[config.mk]
export PLATFORM = sky130hd
export DESIGN_NAME = apb_master_arbiter
export DESIGN_NICKNAME = d
export VERILOG_FILES = /design/src/rtl/apb_master_arbiter.sv
export SDC_FILE = /design/constraint.sdc
export NUM_CORES = 1
export LEC_CHECK = 0
export BUFFER_PORTS_ARGS = -buffer_cell sky130_fd_sc_hd__buf_4
export CAP_MARGIN = 20
export CORE_AREA = 2 2 106 108
export DETAILED_ROUTE_END_ITERATION = 12
export DIE_AREA = 0 0 108 110
export PLACE_DENSITY = 0.9
export REMOVE_ABC_BUFFERS = 1
export SYNTH_ARGS = -nofsm -noshare
export SYNTH_HDL_FRONTEND = slang
export SYNTH_SLANG_ARGS = --single-unit
[constraint.sdc]
create_clock -name HCLK -period 2.7 [get_ports HCLK]
set_input_delay 0.135 -clock HCLK [delete_from_list [all_inputs] [get_ports HCLK]]
set_output_delay 0.135 -clock HCLK [all_outputs]
set_load 0.005 [all_outputs]
[src/rtl/apb_master_arbiter.sv]
// apb_master_arbiter: round-robin sharing of one APB master port among NUM_REQ requesters
// ports: HCLK, HRESETn (async active-low); requester side req_i/addr_i/we_i/wdata_i in,
// done_o/rdata_o/err_o one-cycle completion out; APB side PADDR/PWDATA/PWRITE/PSEL/PENABLE
// out, PRDATA/PREADY/PSLVERR in
module apb_master_arbiter #(
  parameter int NUM_REQ        = 2,
  parameter int ADDR_WIDTH     = 32,
  parameter int DATA_WIDTH     = 32,
  parameter int TIMEOUT_CYCLES = 255
) (
  input  logic                          HCLK,
  input  logic                          HRESETn,
  input  logic [NUM_REQ-1:0]            req_i,
  input  logic [NUM_REQ*ADDR_WIDTH-1:0] addr_i,
  input  logic [NUM_REQ-1:0]            we_i,
  input  logic [NUM_REQ*DATA_WIDTH-1:0] wdata_i,
  output logic [NUM_REQ-1:0]            done_o,
  output logic [DATA_WIDTH-1:0]         rdata_o,
  output logic                          err_o,
  output logic [ADDR_WIDTH-1:0]         PADDR,
  output logic [DATA_WIDTH-1:0]         PWDATA,
  output logic                          PWRITE,
  output logic                          PSEL,
  output logic                          PENABLE,
  input  logic [DATA_WIDTH-1:0]         PRDATA,
  input  logic                          PREADY,
  input  logic                          PSLVERR
);
  localparam int IW = NUM_REQ > 1 ? $clog2(NUM_REQ) : 1;
  localparam int CW = TIMEOUT_CYCLES > 0 ? $clog2(TIMEOUT_CYCLES + 1) : 1;
  localparam logic [1:0] IDLE = 2'd0, SETUP = 2'd1, ACCESS = 2'd2;
  logic [1:0] state;
  logic [IW-1:0] last, pick, k;
  logic [CW-1:0] cnt;
  logic timeout;
  assign PSEL = state != IDLE;
  assign PENABLE = state == ACCESS;
  assign timeout = TIMEOUT_CYCLES != 0 && cnt == CW'(TIMEOUT_CYCLES);
  always_comb begin
    pick = last;
    k = '0;
    for (int i = NUM_REQ; i >= 1; i--) begin
      k = IW'((int'(last) + i) % NUM_REQ);
      pick = req_i[k] ? k : pick;
    end
  end
  always_ff @(posedge HCLK or negedge HRESETn) begin
    if (!HRESETn) begin
      state   <= IDLE;
      last    <= IW'(NUM_REQ - 1);
      cnt     <= '0;
      done_o  <= '0;
      rdata_o <= '0;
      err_o   <= 1'b0;
      PADDR   <= '0;
      PWDATA  <= '0;
      PWRITE  <= 1'b0;
    end else begin
      done_o  <= '0;
      rdata_o <= '0;
      err_o   <= 1'b0;
      case (state)
        IDLE: if (|req_i && ~|done_o) begin
          last   <= pick;
          PADDR  <= addr_i[pick*ADDR_WIDTH +: ADDR_WIDTH];
          PWDATA <= wdata_i[pick*DATA_WIDTH +: DATA_WIDTH];
          PWRITE <= we_i[pick];
          state  <= SETUP;
        end
        SETUP: begin
          cnt   <= '0;
          state <= ACCESS;
        end
        ACCESS: if (PREADY) begin
          done_o[last] <= 1'b1;
          rdata_o      <= PWRITE ? '0 : PRDATA;
          err_o        <= PSLVERR;
          state        <= IDLE;
        end else if (timeout) begin
          done_o[last] <= 1'b1;
          err_o        <= 1'b1;
          state        <= IDLE;
        end else begin
          cnt <= cnt + 1'b1;
        end
        default: state <= IDLE;
      endcase
    end
  end
endmodule

==> impl_metrics.tcl <==
set metrics [dict create \
    drtIter0Drc 200 \
    worst-path-stages 4 \
    power.share.sequential 0.384 \
    peakVddDrop_mv 0.827 \
    cp_cell_sequence "o21ai_4, buf_12, mux2i_1, a21oi_1" \
    hold_violations 0 \
    cts_tree "built" \
    fin_nets 902 \
    fin_hold_ws_ns 0.0668 \
    synth_xor_area_frac 0 \
    fp-row-count 38 \
    post-place-ws_ns 0.790 \
    arrival_ns 2.16 \
    min_period_ns 1.93 \
    crit_fanout 35 \
    fin_skew_ns 0.0124 \
    power.density_nw_per_um2 879 \
    dp_hpwl_mm 10.5 \
    synthArstFlopShare 1.00 \
    globalplace.congestion 0.822 \
    tns_ns 0 \
    crit_type "reg -> reg" \
    synth-warning-count 0 \
    dieArea_um2 11900 \
    fin_util 0.702 \
    drive_gt1_frac 0.410 \
    synth.area.mux_share 0.142 \
    holdCritPathClass "in -> reg" \
    h-tree-depth 3 \
    syn_area_um2 4810 \
    io_pins 270 \
    crit_required_ns 2.93 \
    cts-root-buf "clkbuf_8" \
    layout_common_cells "buf_4, dfrtp_1, nor2_1" \
    crit_slowest_cell "o21ai_4" \
    grt_pass1_wl_mm 22.1 \
    internal-power_mw 4.24 \
    synth_seq_area_share 0.578 \
    die_h_um 110 \
    start_util 0.450 \
    synth_compound_gate_area_share 0.0981 \
    crit_path_end_kind "flip-flop" \
    regToRegStartpoint "last$_DFFE_PN1P_" \
    grt_pass1_vias 4465 \
    clock.fmax_ghz 0.518 \
    clk_latency_ns 0.36 \
    cts_setup_buffers 0 \
    startpoint_type "flip-flop" \
    ff2ff_path_depth 4 \
    status "finished, final reports clean" \
    worst_pin_slew_ns 0.880 \
    layout_commonest_cell "buf_4" \
    portBuffers 269 \
    min_period_over_period 0.715 \
    clockBufferDepth 2 \
    total_power_mw 6.59 \
    critPathTopFamily "compound AO/OA/AOI/OAI gates" \
    crit_buf_inv 1 \
    drt_first_pass_iters 5 \
    wl_mm 14.7 \
    switching_share 0.357 \
    synth-edff-count 0 \
    power_frac_clock 0.161 \
    timing.final.ws_setup_ns 0.769 \
    cp-startpoint "last$_DFFE_PN1P_" \
    p_sw_mw 2.35 \
    synth_top_family_by_area "multiplexers" \
    rsz0062_at_grt "no" \
    synthCells 435 \
    drc 0 \
    vias 4393 \
    diodes 0 \
    yosys.area_share.simple 0.135 \
    ys.flop_type "dfrtp_1" \
    cts_sinks 111 \
    avgViaCountPerCell 5.03 \
    ys_types 38 \
    ant_nets 0 \
    maxSlewViolCount 0 \
    grt_max_degree 113 \
    power_frac_comb 0.455 \
    r2r-end "PADDR[21]$_DFFE_PN0P_" \
    gr-usage-all-layers 0.241 \
    setup_viol 0 \
    max_stage_delay_ns 0.68 \
    cts_buffers 9 \
    wl_per_cell_um 16.8 \
    cellLeakagePower_nw 3.80 \
    ff2ff_setup_slack_ns 0.77 \
    synth-seq-cells 111 \
    slew_headroom 0.411 \
    synth_fa_ha_area_frac 0.0130 \
    drv_cap 0 \
    clkTransAtPathRegs_ns 0.11 \
    area_growth_pct 56.0 \
    endpoint "PADDR[21]$_DFFE_PN0P_" \
    fp.dieW_um 108 \
    antenna_found_initial 0 \
    synth_area_per_cell_um2 11.1 \
    grt_overflow 0 \
    core_area_um2 10700 \
]
flip-flops by register name (all words and copies together), names as in the netlist:
signal and cells:
PADDR 32, err_o 1, PWRITE 1, state 2, rdata_o 32, done_o 2
PWDATA 32, cnt 8, last 1
routing by layer:
metal	track usage	wire length [µm]
met2	0.434	7800
met1	0.272	5290
met3	0.0682	1180
met4	0.0925	417
met5	0	0
synthesized netlist by cell type (4+ instances only):
master | count | area [µm²]
inv_1 | 5 | 18.8
and2_1 | 32 | 200
nand2_1 | 11 | 41.3
ha_1 | 5 | 62.6
buf_2 | 10 | 50.1
mux2i_1 | 66 | 661
nand3_1 | 4 | 20.0
a21oi_1 | 69 | 345
nor2_1 | 73 | 274
clkbuf_1 | 6 | 22.5
dfrtp_1 | 110 | 2750
buf_4 | 9 | 67.6
how the worst min path moves through the flow:
stage | startpoint | endpoint | slack (ns) | cells past startpoint
after floorplan | HRESETn | PADDR[0]$_DFFE_PN0P_ | -0.16 | 0
after global placement | HRESETn | PWDATA[29]$_DFFE_PN0P_ | 0.23 | 1
after detailed placement | HRESETn | PWDATA[29]$_DFFE_PN0P_ | 0.25 | 1
after CTS | wdata_i[38] | PWDATA[6]$_DFFE_PN0P_ | 0.05 | 3
after global routing | addr_i[56] | PADDR[24]$_DFFE_PN0P_ | 0.05 | 3
final | wdata_i[38] | PWDATA[6]$_DFFE_PN0P_ | 0.07 | 3
power groups by stage:
stage / combinational, mW / clock (mW) / sequential (mW)
after CTS: 3.03 / 1.08 / 2.53
after global routing: 3.31 / 1.15 / 2.60
final: 3.00 / 1.06 / 2.53
after global placement: 2.85 / 0 / 2.53
after floorplan: 1.64 / 0 / 2.57
after detailed placement: 2.98 / 0 / 2.57
cell type report:
class	count	area [µm²]
fill	724	3190
sequential	111	2780
timing repair buffer	308	2430
multi-input combinational	293	1880
tap	140	175
clock buffer	11	151
clock inverter	5	65.1
inverter	6	22.5
metrics by stage:
stage | cells | area, µm²
final | 874 | 7500
after global routing | 874 | 7500
after CTS | 874 | 7500
after detailed placement | 825 | 6960
after global placement | 825 | 6960
after floorplan | 410 | 4670
cells by family (layout without fill, tap and decap cells):
kind of cell | count (synthesis) | count (layout)
compound gates | 85 | 85
mux | 68 | 68
flops | 111 | 111
buf+inv | 31 | 330
simple gates | 135 | 135
fa+ha+maj | 5 | 5
timing repair:
action | 4_1_cts | 5_1_grt
gates resized for setup | 0 | 0
hold endpoints to repair | 88 | 0
hold buffers | 33 | 0
worst min-delay path, delay by kind of cell:
| family | cells | cell delay (ns) |
|---|---|---|
| buf+inv | 1 | 0.08 |
| compound gates | 1 | 0.13 |
| mux | 1 | 0.05 |
Power figures use the tool's default switching activity.
